==> config.mk <==
export PLATFORM = sky130hd
export DESIGN_NAME = fetch_unit_flat
export DESIGN_NICKNAME = d
export VERILOG_FILES = /design/src/rtl/fetch_unit_if.sv /design/src/rtl/fetch_unit.sv /design/src/flat_wrapper.sv
export SDC_FILE = /design/constraint.sdc
export NUM_CORES = 1
export LEC_CHECK = 0
export ABC_AREA = 1
export BUFFER_PORTS_ARGS = -buffer_cell sky130_fd_sc_hd__clkbuf_2
export CORE_MARGIN = 3
export CORE_UTILIZATION = 45
export DETAILED_ROUTE_END_ITERATION = 7
export PLACE_DENSITY = 0.72
export SYNTH_ARGS = -nofsm -noshare
export SYNTH_HDL_FRONTEND = slang
export SYNTH_SLANG_ARGS = --single-unit
==> constraint.sdc <==
create_clock -name clk -period 1.7 [get_ports clk]
set_input_delay 0.17 -clock clk [delete_from_list [all_inputs] [get_ports clk]]
set_output_delay 0.17 -clock clk [all_outputs]
set_load 0.03 [all_outputs]
==> src/rtl/fetch_unit_if.sv <==
// fetch_unit_if: instruction memory, decode handshake and control signals of the fetch unit
interface fetch_unit_if;
  logic [7:0]  inst_addr;
  logic [15:0] inst_data;
  logic [15:0] ir;
  logic [7:0]  ir_pc;
  logic        ir_valid;
  logic        ir_ready;
  logic        redirect_valid;
  logic [7:0]  redirect_addr;
  logic        halt_req;
  logic        halted;
  logic [15:0] fetch_count;
  modport master (
    output inst_addr, ir, ir_pc, ir_valid, halted, fetch_count,
    input  inst_data, ir_ready, redirect_valid, redirect_addr, halt_req
  );
  modport slave (
    input  inst_addr, ir, ir_pc, ir_valid, halted, fetch_count,
    output inst_data, ir_ready, redirect_valid, redirect_addr, halt_req
  );
endinterface

==> src/rtl/fetch_unit.sv <==
// fetch_unit: three-cycle fetch FSM feeding one registered instruction to decode
module fetch_unit #(
  parameter logic [7:0] RESET_PC = 8'h00
) (
  input logic         clk,
  input logic         rst,
  fetch_unit_if.master bus
);
  typedef enum logic [1:0] {ISSUE, CAPTURE, HOLD, HALT} state_t;
  state_t      state_q;
  logic [7:0]  pc_q;
  logic [15:0] ir_q;
  logic [7:0]  ir_pc_q;
  logic        ir_valid_q;
  logic        halted_q;
  logic [15:0] fetch_count_q;
  assign bus.inst_addr   = pc_q;
  assign bus.ir          = ir_q;
  assign bus.ir_pc       = ir_pc_q;
  assign bus.ir_valid    = ir_valid_q;
  assign bus.halted      = halted_q;
  assign bus.fetch_count = fetch_count_q;
  // Sequencing with redirect taking precedence over halt, and halt over normal flow
  always_ff @(posedge clk or posedge rst) begin
    if (rst) begin
      state_q       <= ISSUE;
      pc_q          <= RESET_PC;
      ir_q          <= 16'h0000;
      ir_pc_q       <= 8'h00;
      ir_valid_q    <= 1'b0;
      halted_q      <= 1'b0;
      fetch_count_q <= 16'h0000;
    end else if (bus.redirect_valid) begin
      state_q    <= ISSUE;
      pc_q       <= bus.redirect_addr;
      ir_valid_q <= 1'b0;
      halted_q   <= 1'b0;
    end else if (bus.halt_req && state_q != HALT) begin
      state_q    <= HALT;
      ir_valid_q <= 1'b0;
      halted_q   <= 1'b1;
    end else begin
      case (state_q)
        ISSUE:   state_q <= CAPTURE;
        CAPTURE: begin
          ir_q       <= bus.inst_data;
          ir_pc_q    <= pc_q;
          pc_q       <= pc_q + 8'd1;
          ir_valid_q <= 1'b1;
          state_q    <= HOLD;
        end
        HOLD: if (bus.ir_ready) begin
          ir_valid_q    <= 1'b0;
          fetch_count_q <= fetch_count_q + 16'd1;
          state_q       <= ISSUE;
        end
        default: state_q <= HALT;
      endcase
    end
  end
endmodule

==> src/flat_wrapper.sv <==
// flat-port wrapper written by rule: the top's interface ports become plain ports
module fetch_unit_flat 
#(
  parameter logic [7:0] RESET_PC = 8'h00
)
  (clk, rst, bus_inst_addr, bus_ir, bus_ir_pc, bus_ir_valid, bus_halted, bus_fetch_count, bus_inst_data, bus_ir_ready, bus_redirect_valid, bus_redirect_addr, bus_halt_req);
  fetch_unit_if bus_i ();
  input logic clk;
  input logic rst;
  output wire logic [$bits(bus_i.inst_addr)-1:0] bus_inst_addr;
  output wire logic [$bits(bus_i.ir)-1:0] bus_ir;
  output wire logic [$bits(bus_i.ir_pc)-1:0] bus_ir_pc;
  output wire logic [$bits(bus_i.ir_valid)-1:0] bus_ir_valid;
  output wire logic [$bits(bus_i.halted)-1:0] bus_halted;
  output wire logic [$bits(bus_i.fetch_count)-1:0] bus_fetch_count;
  input wire logic [$bits(bus_i.inst_data)-1:0] bus_inst_data;
  input wire logic [$bits(bus_i.ir_ready)-1:0] bus_ir_ready;
  input wire logic [$bits(bus_i.redirect_valid)-1:0] bus_redirect_valid;
  input wire logic [$bits(bus_i.redirect_addr)-1:0] bus_redirect_addr;
  input wire logic [$bits(bus_i.halt_req)-1:0] bus_halt_req;
  assign bus_inst_addr = bus_i.inst_addr;
  assign bus_ir = bus_i.ir;
  assign bus_ir_pc = bus_i.ir_pc;
  assign bus_ir_valid = bus_i.ir_valid;
  assign bus_halted = bus_i.halted;
  assign bus_fetch_count = bus_i.fetch_count;
  assign bus_i.inst_data = bus_inst_data;
  assign bus_i.ir_ready = bus_ir_ready;
  assign bus_i.redirect_valid = bus_redirect_valid;
  assign bus_i.redirect_addr = bus_redirect_addr;
  assign bus_i.halt_req = bus_halt_req;
  fetch_unit #(.RESET_PC(RESET_PC)) u_core (.clk(clk), .rst(rst), .bus(bus_i));
endmodule
## Word-level counts from Yosys, hierarchy flattened

Index checks and enable logic that the tools add are counted.

- Flip-flop bits (word level): 52
- Output and inout bits: 50
- Logic and storage cells: 38

- Add/subtract/negate cells: 2
- Eq/ne operators: 5
- Muxes and demuxes: 13
- Bitwise logic cells: 2
- Reductions and logical operators: 9

Operators by type and width:

| operator | number |
|---|---|
| 8-bit two-way mux | 3 |
| 16-bit by 1-bit adder with 16-bit output, second input constant | 1 |
| 8-bit by 1-bit adder with 8-bit output, second input constant | 1 |
| 2-bit two-way mux | 3 |
| 2-bit one-hot mux with 3 select lines | 1 |
| 1-bit two-way mux | 5 |
| 2-bit != test, second input constant | 2 |
| 4-bit by 3-bit != test with 1-bit output, second input constant | 1 |
| 2-bit AND reduction | 2 |
| 4-bit AND reduction | 1 |
| 2-bit nonzero test | 2 |
| 4-bit nonzero test | 1 |
| 3-bit AND reduction | 1 |
| 2-bit by 1-bit equality test with 1-bit output, second input constant | 1 |
| 2-bit equality test, second input constant | 1 |
| 2-bit zero test | 1 |
| 1-bit NOT | 2 |
| 1-bit one-hot mux with 2 select lines | 1 |
| 1-bit logical AND | 1 |

## Longest topological paths before layout

- Word-level depth: 4
- Mapped depth: 10
- Depth with buffers taken out: 9

## Worst setup path after synthesis

No wires, ideal clock.

- Path type: flip-flop to flip-flop
- From: register u_core.fetch_count_q[0], in the netlist u_core.bus.fetch_count[0]
- To: register u_core.fetch_count_q[14], in the netlist u_core.bus.fetch_count[14]
- Setup time: 0.118 ns
- Data arrival time: 1.436 ns
- Required time: 1.582 ns
- Path slack: 0.146 ns
- Stages on the path, launching flop included: 9
- Period minus slack after synthesis: 1.554 ns
- Cell sequence: dfrtp_1 > ha_1 > inv_1 > nor2_4 > nand3_2 > nor2_4 > nand3_1 > nand2_1 > nand2_1

- Word-level cells in the longest chain between the ends: 1

RTL lines:

| element | RTL line | source |
|---|---|---|
| start, declared | fetch_unit.sv:16 | `logic [15:0] fetch_count_q;` |
| start signal, assigned | fetch_unit.sv:54 | `fetch_count_q <= fetch_count_q + 16'd1;` |
| 16-bit by 1-bit adder with 16-bit output | fetch_unit.sv:54 |  |

No other way between the ends.
A chain may end at the register's enable or synchronous reset.

## Worst setup path in the final report

- From: register u_core.state_q[0]
- To: register u_core.ir_q[8], in the netlist u_core.bus.ir[8]

- Word-level cells in the longest chain between the ends: 4
- Elaborated cells on any way between the ends: 5

RTL lines:

| element | RTL line | source |
|---|---|---|
| start, declared | fetch_unit.sv:10 | `state_t state_q;` |
| start signal, assigned | fetch_unit.sv:26 | `state_q <= ISSUE;` |
| start signal, assigned | fetch_unit.sv:34 | `state_q <= ISSUE;` |
| start signal, assigned | fetch_unit.sv:39 | `state_q <= HALT;` |
| 2-bit != test | fetch_unit.sv:38 | `end else if (bus.halt_req && state_q != HALT) begin` |
| 1-bit logical AND | fetch_unit.sv:38 |  |
| 1-bit NOT (no line) | -- |  |
| 3-bit AND reduction (no line) (*) | -- |  |
| end signal, assigned | fetch_unit.sv:46 | `ir_q <= bus.inst_data;` |
| end, declared | fetch_unit.sv:12 | `logic [15:0] ir_q;` |

Every way passes the cells marked *; elsewhere a longest branch is shown, timed or not.

==> results.cfg <==
[global_route]
use_met1 = 0.2195
antenna_found_initial = 0
grt_pass1_vias = 2178
use_met2 = 0.3143
gr-usage-met3 = 0.05100
gr-max-usage-layer = met2
grt_max_degree = 23
gr-total-overflow = 0
grt_pass1_wl_mm = 9.377
grtUsageTotal = 0.1808

[finish]
utilization = 0.5899
drive_above_1_share = 0.2690
fin_nets = 427
final_common_cell = nand2_1
final_area_sq_um = 3128
most-common-layout-cells = 123 x nand2_1, 78 x clkbuf_2, 52 x dfrtp_1
area_growth_pct = 22.25
multi_input_area_sq_um = 1074
regArea_sq_um = 1301
nFillCells = 490
final_cells = 464
diodes = 0

[placed_design]
hpwl_mm = 4.384
placed_cells = 455
placed_cell_area_sq_um = 3020
numPortBuffers = 78
gp_congestion = 0.7614

[timing]
finalMaxSlewViolations = 0
rsz0062_at_grt = false
relSlewSlack = 0.7016
setup_viol = 0
skew_ns = 0.005653
hold_viol_final = 0
post-route-min-period_ns = 1.552
worstMarginPinSlew_ns = 0.4469
timing.final.crit_share = 0.9129
timing.fmax_mhz = 644.4
tns_ns = 0

[power]
peakVddDrop_uv = 718.6
leakage_nw = 1.681
p_per_area_nw_per_um2 = 1298

[yosys]
yosysSeqAreaShare = 0.5086
synth-seq-cells = 52
synth_cell_types = 30
syn_area_sq_um = 2559
syn_area_per_cell_sq_um = 8.307
yosys_warnings = 0
syn_inst = 308
syn-num-nets = 342

[critical_path]
start_kind = flop
cp-end-kind = flop
crit_fanout = 20
critPathKind = flop to flop
worstPathRequired_ns = 1.94
cp.arrival_ns = 1.80

[routing]
drt_iter0_drc = 94
avgRoutedWirePerCell_um = 12.22
wirelength_mm = 5.669
num_vias = 2275
drc = 0
dr.pass1.iters = 4
routed_via_density = 4.903
drtAntennaViolNets = 0

[cts]
htreeDepth = 2
cts-resized-gates = 0
hold_buffers = 1
post_cts_buffers = 0
clock_latency_ns = 0.30
cts_tree = yes
clockRootBuffer = clkbuf_8
numCtsBuffers = 5
cts_num_sinks = 52
clockBufferDepth = 2
path_clk_slew_ns = 0.10

[floorplan]
core_sq_um = 5303
die_area_sq_um = 6627
die_w_um = 81.41
initial_core_util = 0.4825
rows = 26
ioPinCount = 79
fp.dieH_um = 81.41

[outcome]
status = completed

[hold_path]
hold_class = input port to flop

[job]
cap_violations = 0
-- worst paths after layout --
kind	startpoint	to	slack, ns	cells past startpoint
worst min-delay path	bus_inst_data[1]	u_core.bus.ir[1]$_DFFE_PP0P_	0.06	3
max in group asynchronous	rst	u_core.bus.ir[12]$_DFFE_PP0P_	0.71	4
worst min register to register	u_core.bus.ir[14]$_DFFE_PP0P_	u_core.bus.ir[14]$_DFFE_PP0P_	0.49	2
worst max-delay path	u_core.state_q[0]$_DFFE_PP0P_	u_core.bus.ir[8]$_DFFE_PP0P_	0.15	9
worst max register to register	u_core.state_q[0]$_DFFE_PP0P_	u_core.bus.ir[8]$_DFFE_PP0P_	0.15	9
min in group asynchronous	rst	u_core.bus.fetch_count[14]$_DFFE_PP0P_	0.41	3
-- kinds of logic (layout without fill, tap and decap cells) --
logic type	Yosys count	count (layout)	synth area share
AND/OR/NAND/NOR	171	171	0.2919
buffers and inverters	37	123	0.07188
AO/OA/AOI/OAI	34	34	0.07237
adder cells (fa/ha/maj)	5	5	0.02445
XOR/XNOR	9	9	0.03080
flip-flops	52	52	0.5086
-- report_power, final --
group / leakage (nW) / switching, mW / total, mW / internal (mW)
clock: 0.0434 / 0.409 / 0.739 / 0.330
sequential: 0.658 / 0.242 / 1.79 / 1.55
combinational: 0.979 / 1.09 / 1.53 / 0.446
-- flip-flops by register name, summed over array words and instances, names as in the netlist --
| signal | flops |
|---|---|
| u_core.bus.fetch_count | 16 |
| u_core.bus.halted | 1 |
| u_core.bus.inst_addr | 8 |
| u_core.bus.ir | 16 |
| u_core.bus.ir_pc | 8 |
| u_core.bus.ir_valid | 1 |
| u_core.state_q | 2 |
-- through the flow --
| step | power [mW] | worst slack (ns) | hold WS, ns |
|---|---|---|---|
| final | 4.061 | 0.1481 | 0.06226 |
| after global routing | 4.328 | 0.01246 | 0.05632 |
| after CTS | 4.100 | 0.1294 | 0.05285 |
| after detailed placement | 3.359 | 0.1562 | 0.1926 |
| after global placement | 3.324 | 0.2033 | 0.1868 |
| after floorplan | 2.865 | 0.1457 | 0.2796 |
-- cell type report --
cell class                      instances  share of cell area
Multi-Input combinational cell        219              0.3432
Clock inverter                          2            0.004800
Sequential cell                        52              0.4160
Timing Repair Buffer                   85              0.1424
Inverter                               30             0.03920
Tap cell                               70             0.02800
Clock buffer                            6             0.02640
-- Yosys cell counts (all sizes together) --
master | instances | share of area
nand2 | 128 | 0.20
dfrtp | 52 | 0.51
inv | 30 | 0.048
nor2 | 24 | 0.044
o21ai | 19 | 0.037
nand3 | 11 | 0.023
a21oi | 8 | 0.016
buf | 7 | 0.024
ha | 5 | 0.024
nand4 | 5 | 0.018
xnor2 | 5 | 0.017
xor2 | 4 | 0.014
nand3b | 2 | 0.0059
o211ai | 2 | 0.0059
o31ai | 2 | 0.0059
a31oi | 1 | 0.0024
nor3 | 1 | 0.0020
o21bai | 1 | 0.0029
o22ai | 1 | 0.0024
-- worst max-delay path: stages (launching register included) --
cell and delay [ns]:
dfrtp_1 0.42, ha_1 0.22, inv_1 0.11, nand2_4 0.09, nand2_4 0.09, inv_2 0.05, nand2_4 0.18, buf_4 0.20
nand2_1 0.06, nand2_1 0.06
-- metal layers --
metal	share of wire	up-vias
li1	-	1139
met1	0.45	1048
met2	0.47	77
met4	0.013	0
met5	0	-
met3	0.076	11
Power figures use the tool's default switching activity.
